File: config.mk
export PLATFORM = sky130hd
export DESIGN_NAME = conv_encoder_soft
export DESIGN_NICKNAME = d
export VERILOG_FILES = /design/src/rtl/viterbi_pkg.sv /design/src/rtl/conv_enc_core.sv /design/src/rtl/conv_encoder_soft.sv
export SDC_FILE = /design/constraint.sdc
export NUM_CORES = 1
export LEC_CHECK = 0
export BUFFER_PORTS_ARGS = -buffer_cell sky130_fd_sc_hd__buf_2
export CAP_MARGIN = 10
export CORE_ASPECT_RATIO = 2
export CORE_MARGIN = 5
export CORE_UTILIZATION = 30
export DETAILED_ROUTE_END_ITERATION = 10
export REMOVE_ABC_BUFFERS = 1
export SKIP_CTS_REPAIR_TIMING = 1
export SLEW_MARGIN = 20
export SYNTH_ARGS = -nofsm -noshare
export SYNTH_HDL_FRONTEND = slang
export SYNTH_SLANG_ARGS = --single-unit
File: constraint.sdc
create_clock -name clk -period 2.6 [get_ports clk]
set_input_delay 0.52 -clock clk [delete_from_list [all_inputs] [get_ports clk]]
set_output_delay 0.52 -clock clk [all_outputs]
set_load 0.01 [all_outputs]
File: src/rtl/viterbi_pkg.sv
// Shared code definitions for the rate-1/3 K=4 convolutional encoder and the Viterbi decoder.
// The decoder's branch-metric unit uses the same generators and soft levels, so encoder and decoder agree.
package viterbi_pkg;

  localparam int K          = 4;
  localparam int NUM_STATES = 8;

  // bit3 taps the current input bit, bit0 taps the input from three steps back
  localparam logic [K-1:0] CODE_G0 = 4'b1011;
  localparam logic [K-1:0] CODE_G1 = 4'b1101;
  localparam logic [K-1:0] CODE_G2 = 4'b1111;

  localparam int                SOFT_W    = 4;
  localparam logic [SOFT_W-1:0] SOFT_ZERO = 4'b0000;
  localparam logic [SOFT_W-1:0] SOFT_ONE  = 4'b1111;

  typedef enum logic [1:0] {
    IDLE,
    DATA,
    TAIL
  } enc_state_t;

  function automatic logic tap_parity(input logic [K-1:0] gen, input logic [K-1:0] taps);
    return ^(gen & taps);
  endfunction

endpackage

File: src/rtl/conv_enc_core.sv
// Combinational tap/XOR network plus soft mapping: tap vector -> three soft symbols.
// Zero latency; no state and no flow control of its own.
module conv_enc_core #(
  parameter logic [viterbi_pkg::K-1:0]      G0        = viterbi_pkg::CODE_G0,
  parameter logic [viterbi_pkg::K-1:0]      G1        = viterbi_pkg::CODE_G1,
  parameter logic [viterbi_pkg::K-1:0]      G2        = viterbi_pkg::CODE_G2,
  parameter logic [viterbi_pkg::SOFT_W-1:0] SOFT_ZERO = viterbi_pkg::SOFT_ZERO,
  parameter logic [viterbi_pkg::SOFT_W-1:0] SOFT_ONE  = viterbi_pkg::SOFT_ONE
) (
  input  logic [viterbi_pkg::K-1:0]      taps,
  output logic [viterbi_pkg::SOFT_W-1:0] sym0,
  output logic [viterbi_pkg::SOFT_W-1:0] sym1,
  output logic [viterbi_pkg::SOFT_W-1:0] sym2
);
  import viterbi_pkg::*;

  logic [2:0] coded;

  assign coded[0] = tap_parity(G0, taps);
  assign coded[1] = tap_parity(G1, taps);
  assign coded[2] = tap_parity(G2, taps);

  assign sym0 = coded[0] ? SOFT_ONE : SOFT_ZERO;
  assign sym1 = coded[1] ? SOFT_ONE : SOFT_ZERO;
  assign sym2 = coded[2] ? SOFT_ONE : SOFT_ZERO;

endmodule

File: src/rtl/conv_encoder_soft.sv
// Rate-1/3 K=4 zero-tail convolutional encoder with soft-level outputs; accepted bit -> triple 1 cycle later.
// A triple is loaded only when the output register is empty or being consumed; it is held under backpressure.
module conv_encoder_soft #(
  parameter int                             FRAME_LEN = 128,
  parameter logic [viterbi_pkg::K-1:0]      G0        = viterbi_pkg::CODE_G0,
  parameter logic [viterbi_pkg::K-1:0]      G1        = viterbi_pkg::CODE_G1,
  parameter logic [viterbi_pkg::K-1:0]      G2        = viterbi_pkg::CODE_G2,
  parameter logic [viterbi_pkg::SOFT_W-1:0] SOFT_ZERO = viterbi_pkg::SOFT_ZERO,
  parameter logic [viterbi_pkg::SOFT_W-1:0] SOFT_ONE  = viterbi_pkg::SOFT_ONE
) (
  input  logic                             clk,
  input  logic                             reset_n,
  input  logic                             in_bit,
  input  logic                             in_valid,
  output logic                             in_ready,
  output logic [viterbi_pkg::SOFT_W-1:0]   yn_out0,
  output logic [viterbi_pkg::SOFT_W-1:0]   yn_out1,
  output logic [viterbi_pkg::SOFT_W-1:0]   yn_out2,
  output logic                             out_valid,
  input  logic                             out_ready,
  output logic                             out_sof,
  output logic                             out_eof,
  output logic                             busy
);
  import viterbi_pkg::*;

  localparam int               CNT_W    = $clog2(FRAME_LEN + 1);
  localparam logic [CNT_W-1:0] LAST_IDX = CNT_W'(FRAME_LEN - 1);

  if (FRAME_LEN < 2 || FRAME_LEN > 4095) begin : g_bad_frame_len
    $error("conv_encoder_soft: FRAME_LEN must be in 2..4095");
  end

  enc_state_t          state;
  logic [2:0]          sreg;
  logic [CNT_W-1:0]    bit_cnt;
  logic [1:0]          tail_cnt;
  logic                free;
  logic                accept;
  logic                emit;
  logic                u_n;
  logic [K-1:0]        taps;
  logic [SOFT_W-1:0]   sym0;
  logic [SOFT_W-1:0]   sym1;
  logic [SOFT_W-1:0]   sym2;

  assign free     = !out_valid || out_ready;
  assign in_ready = ((state == IDLE) || (state == DATA)) && free;
  assign accept   = in_valid && in_ready;
  assign emit     = accept || ((state == TAIL) && free);
  assign busy     = (state != IDLE);

  // Tail triples push zeros through the register to return the code to state 0
  assign u_n  = (state == TAIL) ? 1'b0 : in_bit;
  assign taps = {u_n, sreg[0], sreg[1], sreg[2]};

  conv_enc_core #(
    .G0        (G0),
    .G1        (G1),
    .G2        (G2),
    .SOFT_ZERO (SOFT_ZERO),
    .SOFT_ONE  (SOFT_ONE)
  ) u_core (
    .taps (taps),
    .sym0 (sym0),
    .sym1 (sym1),
    .sym2 (sym2)
  );

  always_ff @(posedge clk or negedge reset_n) begin
    if (!reset_n) begin
      state     <= IDLE;
      sreg      <= '0;
      bit_cnt   <= '0;
      tail_cnt  <= '0;
      out_valid <= 1'b0;
      yn_out0   <= SOFT_ZERO;
      yn_out1   <= SOFT_ZERO;
      yn_out2   <= SOFT_ZERO;
      out_sof   <= 1'b0;
      out_eof   <= 1'b0;
    end else begin
      if (emit) begin
        out_valid <= 1'b1;
        yn_out0   <= sym0;
        yn_out1   <= sym1;
        yn_out2   <= sym2;
        out_sof   <= (state == IDLE);
        out_eof   <= (state == TAIL) && (tail_cnt == 2'd2);
        sreg      <= {sreg[1:0], u_n};
      end else if (out_ready) begin
        out_valid <= 1'b0;
      end

      case (state)
        IDLE: begin
          if (accept) begin
            bit_cnt <= CNT_W'(1);
            state   <= DATA;
          end
        end
        DATA: begin
          if (accept) begin
            bit_cnt <= bit_cnt + 1'b1;
            if (bit_cnt == LAST_IDX) begin
              state    <= TAIL;
              tail_cnt <= '0;
            end
          end
        end
        TAIL: begin
          if (free) begin
            if (tail_cnt == 2'd2) begin
              state    <= IDLE;
              tail_cnt <= '0;
              bit_cnt  <= '0;
              sreg     <= '0;
            end else begin
              tail_cnt <= tail_cnt + 1'b1;
            end
          end
        end
        default: state <= IDLE;
      endcase
    end
  end

endmodule

==> reports/metrics.yaml, run 1 <==
outcome:
  status: "complete, no violations"
critical_path:
  path_cells: "inv_1 > ha_1 > nand2_1 > nor4_1 > nand3_1 > o31ai_1"
  cp_slowest_stage_delay_ps: 520
  worstSetupEndpointType: "register"
  crit_slowest_cell: "nor4_1"
  critPathRequiredTime_ps: 2760
  crit_fanout: 10
  path_class: "reg -> reg"
  arrival_ps: 2350
  startpoint_type: "register"
pwr:
  power_density_nw_per_um2: 1240
  leakage_nw: 0.701
  total_power_mw: 1.76
  ir_drop_v: 0.000365
yosys:
  synth.avg_cell_area_um2: 9.72
  yosys-top-cells-count: "21 x dfrtp_1, 11 x o21ai_0, 10 x nor2_1"
  async_reset_ff_share_pct: 100
  synth_top_cell_by_area: "dfrtp_1"
  synthTopCellsByArea: "dfrtp_1 41%, ha_1 5.9%, buf_4 5.3%"
  synth.distinct_cells: 35
  synth_top_area_share_pct: 41.3
  synth_ff_type: "dfrtp_1"
  synth_most_common_cell: "dfrtp_1"
  ys_warn_count: 0
  synth-seq-cells: 21
  ys_seq_area_share_pct: 41.3
  synth_edf_count: 0
  syn_area_um2: 1270
  synth_cells: 131
drt:
  vias_per_cell: 5.30
  avgRoutedWirePerCell_um: 14.0
  vias: 1044
  postRouteAntennaNets: 0
  drc_errors: 0
  drt_iter0_drc: 20
  first_pass_iters: 4
  routed_wl_um: 2760
sta:
  fmax_ghz: 0.458
  layout_min_cycle_time_ps: 2180
  finalWorstSetupSlack_ps: 417
  final.setup.tns_ps: 0
  maxSlewHeadroom_pct: 57.9
  finalCritPeriodShare_pct: 84.0
  worst_slew_pin_slew_ps: 626
  setup_viol: 0
  finClkSkew_ps: 2.26
  hold_viol: 0
  rsz0062_at_grt: "false"
  hold_slack_ps: 209
  drv_slew: 0
global_route:
  grt-ovfl-total: 0
  track_usage_pct: 10.3
  grt_pass1_wl_um: 4730
  antenna_found_initial: 0
  grt_pass1_vias: 1055
  grt_max_degree: 22
place:
  place.gp.congestion: 0.832
  portBuffers: 21
  pre_cts_ws_ps: 467
  dpl_cell_area_um2: 1370
  dpl.hpwl_um: 2230
  dpl.cell_count: 193
final_layout:
  area_growth_pct: 11.2
  post-route-util_pct: 34.3
  stdcell_count: 197
  nets: 157
  fin_area_um2: 1420
  num_antenna_cells: 0
  nFillCells: 431
  drive_gt1_share_pct: 23.4
cts:
  ctsLongestPathBuffers: 2
  cts_tree: "yes"
  path_clk_slew_ps: 70
  clk_latency_ps: 260
  cts_buffers: 3
  cts-root-buf: "clkbuf_8"
  htree_levels: 1
  numClockSinks: 21
floorplanning:
  io_pins: 22
  die_y_um: 102
  die-area_um2: 5730
  core_um2: 4130
  start_util_pct: 30.8
  num_rows: 33
  die_w_um: 56.1
min_path:
  hold_path.class: "in -> async"
flow_run:
  maxCapViolCount: 0
power breakdown:
part	internal [mW]	total (mW)	switching, mW
Sequential	0.464	0.608	0.144
Combinational	0.421	0.940	0.518
Clock	0.109	0.210	0.101
logic make-up (layout without fill, tap and decap cells):
kind of cell | Yosys count | in the layout | share of synthesized area, %
adder cells (fa/ha/maj) | 6 | 6 | 5.89
multiplexers | 6 | 6 | 4.91
XOR/XNOR | 4 | 4 | 3.83
AND/OR/NAND/NOR | 43 | 43 | 18.1
AO/OA/AOI/OAI | 35 | 35 | 18.6
flip-flops | 21 | 21 | 41.3
buffers and inverters | 16 | 30 | 7.46
area by class of cell:
class                   instances  area (um2)  share of cell area (%)
repair buffers                 22         113                    7.95
multi-input cells              94         653                    46.1
flip-flops and latches         21         526                    37.1
well taps                      52        65.1                    4.59
inverters                       4        15.0                    1.06
clock buffers                   4        45.0                    3.18
registers in the layout, summed over array words and instances (netlist names):
signal and cells:
bit_cnt 8, sreg 3, yn_out1 1, yn_out2 1
yn_out0 1, out_sof 1, out_valid 1, state 2
tail_cnt 2, out_eof 1
path summary, 6_finish.rpt:
check / start / endpoint / cells past startpoint / slack [ps]
worst max-delay path: state[1] / bit_cnt[5] / 6 / 420
worst min-delay path: reset_n / yn_out1[2] / 1 / 210
worst max register to register: state[1] / bit_cnt[5] / 6 / 420
worst min register to register: out_eof / out_eof / 1 / 490
max in group asynchronous: reset_n / bit_cnt[2] / 1 / 2070
min in group clk: out_eof / out_eof / 1 / 490
per-layer routing:
layer / global-route usage [%] / wire length [um] / vias to the layer above
met5: 0 / 0 / -
met4: 5.67 / 92 / 0
met3: 2.40 / 193 / 13
met2: 19.7 / 1530 / 47
met1: 9.92 / 946 / 488
li1: - / - / 496
layout by cell type, fill, tap and decap left out, types with 4 or more instances in the layout:
| master | instances |
|---|---|
| ha_1 | 6 |
| nand2b_1 | 4 |
| dfrtp_1 | 21 |
| o21ai_0 | 11 |
| mux2i_1 | 4 |
| nand2_1 | 9 |
| inv_1 | 4 |
| nand3_1 | 6 |
| nor2_1 | 10 |
| a21oi_1 | 4 |
| buf_2 | 21 |
worst max-delay path: cells and delay by family (launching register included):
family          cells  cell delay [ps]
flops               1              410
buf+inv             1              110
simple gates        3              950
compound gates      1              240
fa+ha+maj           1              380
Power figures use the tool's default switching activity.
==> run 2, diff against run 1 <==
==> constraint.sdc (replaced) <==
create_clock -name clk -period 2.2 [get_ports clk]
set_input_delay 0.44 -clock clk [delete_from_list [all_inputs] [get_ports clk]]
set_output_delay 0.44 -clock clk [all_outputs]
set_load 0.01 [all_outputs]
==> run 2 against run 1 <==
Compared with the run above:
- wire length rose by 2.7%
- via count rose by 1.8%
- core utilization increased by 1.1 points
- cell area rose by 3.1%
- cell count rose by 2.0%
- die area unchanged
- global-route usage increased by 0.16 points
- clock power is 22% higher
- sequential share of layout area decreased by 1.1 points
- setup slack got worse by 180 ps
- largest power group unchanged
==> reports/metrics.yaml, run 2 (same netlist as run 1, synthesis figures left out) <==
outcome:
  status: "complete, no violations"
drt:
  drc_errors: 0
  postRouteAntennaNets: 0
  first_pass_iters: 4
  vias_per_cell: 5.29
  drt_iter0_drc: 28
  avgRoutedWirePerCell_um: 14.1
  routed_wl_um: 2830
  vias: 1063
final_layout:
  area_growth_pct: 14.6
  final_cell_mix: "21 x dfrtp_1, 21 x buf_2, 11 x o21ai_0"
  num_antenna_cells: 0
  fin_area_um2: 1460
  largestRegisters: "bit_cnt: 8 flops, sreg: 3 flops"
  drive_gt1_share_pct: 26.2
  largest_register_ffs: 8
  nFillCells: 429
  nets: 161
  regMostFlops: "bit_cnt"
floorplanning:
  num_rows: 33
  die_w_um: 56.1
  core_um2: 4130
  die-area_um2: 5730
  io_pins: 22
  die_y_um: 102
  start_util_pct: 30.8
sta:
  hold_viol: 0
  final.setup.tns_ps: 0
  finalCritPeriodShare_pct: 89.1
  drv_slew: 0
  finClkSkew_ps: 6.23
  worst_slew_pin_slew_ps: 512
  setup_viol: 0
  fmax_ghz: 0.510
  maxSlewHeadroom_pct: 65.9
  rsz0062_at_grt: "false"
  layout_min_cycle_time_ps: 1960
pwr:
  leakage_nw: 0.730
  p_seq_share_pct: 33.2
  power_density_nw_per_um2: 1480
  switching_share_pct: 43.2
  clkPwrFrac_pct: 11.8
  p_switching_mw: 0.936
  internal-power_mw: 1.23
  power_frac_comb_pct: 55.0
  ir_drop_v: 0.000535
cts:
  cts-root-buf: "clkbuf_8"
  cts_buffers: 3
  path_clk_slew_ps: 80
  htree_levels: 1
  clk_latency_ps: 260
  numClockSinks: 21
  cts_tree: "yes"
  ctsLongestPathBuffers: 2
place:
  portBuffers: 21
  dpl.hpwl_um: 2310
  place.gp.congestion: 0.830
  dpl_cell_area_um2: 1410
global_route:
  grt-ovfl-total: 0
  antenna_found_initial: 0
  grt_pass1_vias: 1082
  grt_max_degree: 22
  track_usage_pct: 10.5
  grt_pass1_wl_um: 4730
critical_path:
  startpoint_type: "register"
  crit_fanout: 7
  critPathRequiredTime_ps: 2360
  worstSetupEndpointType: "register"
  path_class: "reg -> reg"
  arrival_ps: 2120
flow_run:
  maxCapViolCount: 0
min_path:
  hold_path.class: "in -> async"
## run 2: critical path: stages (launching register included)
cell and delay (ps):
dfrtp_1 410, inv_1 120, ha_1 220, nor2_1 90, a21oi_1 420, or3_1 260, mux2_2 340
## run 2: worst paths after layout
check / depth (start not counted) / end / slack [ps] / from
max in group asynchronous: 1 / state[1] / 1730 / reset_n
min in group clk: 1 / out_eof / 480 / out_eof
min reg2reg: 1 / out_eof / 480 / out_eof
max: 6 / bit_cnt[0] / 240 / state[1]
min: 1 / sreg[0] / 130 / reset_n
max reg2reg: 6 / bit_cnt[0] / 240 / state[1]
## run 2: cell type report
type	count	area (um2)	area share [%]
Clock buffer	3	41.3	2.83
Timing Repair Buffer	26	155	10.6
Inverter	4	15.0	1.03
Clock inverter	1	5.00	0.343
Tap cell	52	65.1	4.46
Sequential cell	21	526	36.0
Multi-Input combinational cell	94	653	44.7
## run 2: power by group through the flow
| stage | Clock, mW | Combinational [mW] | Sequential [mW] |
|---|---|---|---|
| 2_1_floorplan | 0 | 0.709 | 0.760 |
| 3_3_place_gp | 0 | 1.17 | 0.718 |
| 3_5_place_dp | 0 | 1.20 | 0.732 |
| 4_1_cts | 0.262 | 1.21 | 0.724 |
| 5_1_grt | 0.281 | 1.31 | 0.756 |
| 6_report | 0.256 | 1.19 | 0.720 |
## run 2: metrics by stage
| step | util, % | total power [mW] | instances | hold WS (ps) | worst slack [ps] |
|---|---|---|---|---|---|
| 3_3_place_gp | 34.2 | 1.89 | 197 | 417 | 330 |
| 3_5_place_dp | 34.2 | 1.93 | 197 | 429 | 244 |
| 4_1_cts | 35.4 | 2.19 | 201 | 145 | 234 |
| 6_report | 35.4 | 2.17 | 201 | 132 | 241 |
| 2_1_floorplan | - | 1.47 | 119 | 144 | 136 |
| 5_1_grt | 35.4 | 2.34 | 201 | 159 | 69.2 |
## run 2: routing by layer
| metal | up-vias | part of all wire (%) | global-route usage [%] |
|---|---|---|---|
| met5 | - | 0 | 0 |
| met3 | 9 | 5.4 | 2.15 |
| met2 | 33 | 57 | 21.5 |
| met1 | 517 | 35 | 9.16 |
| met4 | 0 | 2.5 | 5.30 |
| li1 | 504 | - | - |
==> run 3, diff against run 2 <==
--- a/config.mk
+++ b/config.mk
@@ -7,10 +7,13 @@
 export LEC_CHECK = 0
 export BUFFER_PORTS_ARGS = -buffer_cell sky130_fd_sc_hd__buf_2
 export CAP_MARGIN = 10
+export CELL_PAD_IN_SITES_DETAIL_PLACEMENT = 0
+export CELL_PAD_IN_SITES_GLOBAL_PLACEMENT = 1
 export CORE_ASPECT_RATIO = 2
 export CORE_MARGIN = 5
 export CORE_UTILIZATION = 30
 export DETAILED_ROUTE_END_ITERATION = 10
+export PLACE_DENSITY_LB_ADDON = 0.1
 export REMOVE_ABC_BUFFERS = 1
 export SKIP_CTS_REPAIR_TIMING = 1
 export SLEW_MARGIN = 20
==> run 3 against run 2 <==
Compared with the run above:
- wire length grew 18%
- die area is the same
- clock skew decreased by 3.7 ps
- sequential power decreased by 1%
- clock power rose by 3%
- register-to-register slack gained 20 ps
- global-route usage grew 1.9 points
- critical path type unchanged
- critical endpoint is now state[1]
==> reports/metrics.yaml, run 3 (same netlist as run 1, synthesis figures left out) <==
drt:
  first_pass_iters: 4
  postRouteAntennaNets: 0
  vias_per_cell: 5.19
  vias: 1075
  met2_length_um: 1970
  drt_iter0_drc: 22
  wl_met1_um: 1190
  routed_wl_um: 3340
  drc_errors: 0
  wl_met3_um: 110
  top_layer: "met4"
  avgRoutedWirePerCell_um: 16.1
final_layout:
  final_cell_mix: "21 x dfrtp_1, 21 x buf_2, 11 x o21ai_0"
  regMostFlops: "bit_cnt"
  nets: 167
  num_antenna_cells: 0
  largest_register_ffs: 8
  fin_area_um2: 1510
  area_growth_pct: 18.2
  drive_gt1_share_pct: 29.0
  largestRegisters: "bit_cnt: 8 flops, sreg: 3 flops"
critical_path:
  critPathRequiredTime_ps: 2360
  arrival_ps: 2100
  crit_fanout: 7
  startpoint_type: "register"
  worstSetupEndpointType: "register"
  path_class: "reg -> reg"
place:
  dpl.hpwl_um: 2670
  portBuffers: 21
  place.gp.congestion: 0.828
  dpl_cell_area_um2: 1460
cts:
  htree_levels: 1
  cts_tree: "yes"
  cts-root-buf: "clkbuf_8"
  ctsLongestPathBuffers: 2
  clk_latency_ps: 270
  cts_buffers: 3
  path_clk_slew_ps: 80
  numClockSinks: 21
pwr:
  ir_drop_v: 0.000533
  leakage_nw: 0.759
  power_density_nw_per_um2: 1510
sta:
  finClkSkew_ps: 2.58
  finalCritPeriodShare_pct: 88.2
  maxSlewHeadroom_pct: 64.3
  worst_slew_pin_slew_ps: 530
  setup_viol: 0
  rsz0062_at_grt: "false"
  fmax_ghz: 0.516
  layout_min_cycle_time_ps: 1940
  final.setup.tns_ps: 0
  hold_slack_ps: 137
  drv_slew: 0
  hold_viol: 0
global_route:
  grt_max_degree: 22
  antenna_found_initial: 0
  track_usage_pct: 12.4
  grt_pass1_wl_um: 5420
  grt-ovfl-total: 0
  grt_pass1_vias: 1112
floorplanning:
  io_pins: 22
  core_um2: 4130
  num_rows: 33
  die_y_um: 102
  die_w_um: 56.1
  die-area_um2: 5730
  start_util_pct: 30.8
min_path:
  hold_path.class: "in -> async"
outcome:
  status: "complete, no violations"
flow_run:
  maxCapViolCount: 0
-- run 3: critical path: stages, from the launching register on --
cell and delay (ps):
dfrtp_1 400, inv_1 90, ha_1 230, nor2_1 200, a21oi_1 60, buf_4 160, or3_1 390, mux2_2 290
-- run 3: path summary, 6_finish.rpt --
| kind | cells after the start | slack [ps] | endpoint | startpoint |
|---|---|---|---|---|
| worst max-delay path | 7 | 260 | state[1] | state[1] |
| worst min-delay path | 1 | 140 | out_sof | reset_n |
| worst max register to register | 7 | 260 | state[1] | state[1] |
| worst min register to register | 2 | 490 | out_sof | out_sof |
| max in group asynchronous | 1 | 1720 | bit_cnt[2] | reset_n |
| min in group clk | 2 | 490 | out_sof | out_sof |
-- run 3: power breakdown --
group	switching (mW)	internal, mW
combinational	0.682	0.622
clock	0.137	0.127
sequential	0.163	0.548
total	0.983	1.30
-- run 3: area by class of cell --
cell class	instances	area (um2)
clock inverter	1	5.00
sequential	21	526
clock buffer	3	41.3
timing repair buffer	32	200
tap	52	65.1
multi-input combinational	94	653
fill	445	2620
inverter	4	15.0
-- run 3: through the flow --
| stage | util, % | cells | total power, mW | setup slack (ps) |
|---|---|---|---|---|
| final | 36.5 | 207 | 2.28 | 260 |
| after global routing | 36.5 | 207 | 2.48 | 138 |
| after CTS | 36.5 | 207 | 2.32 | 272 |
| after detailed placement | 35.3 | 203 | 2.05 | 282 |
| after global placement | 35.3 | 203 | 2.03 | 313 |
| after floorplan | - | 119 | 1.47 | 136 |
-- run 3: per-layer routing --
| layer | vias up | global-route usage (%) |
|---|---|---|
| li1 | 513 | - |
| met1 | 534 | 10.7 |
| met2 | 21 | 25.9 |
| met3 | 7 | 2.15 |
| met4 | 0 | 6.03 |
| met5 | - | 0 |
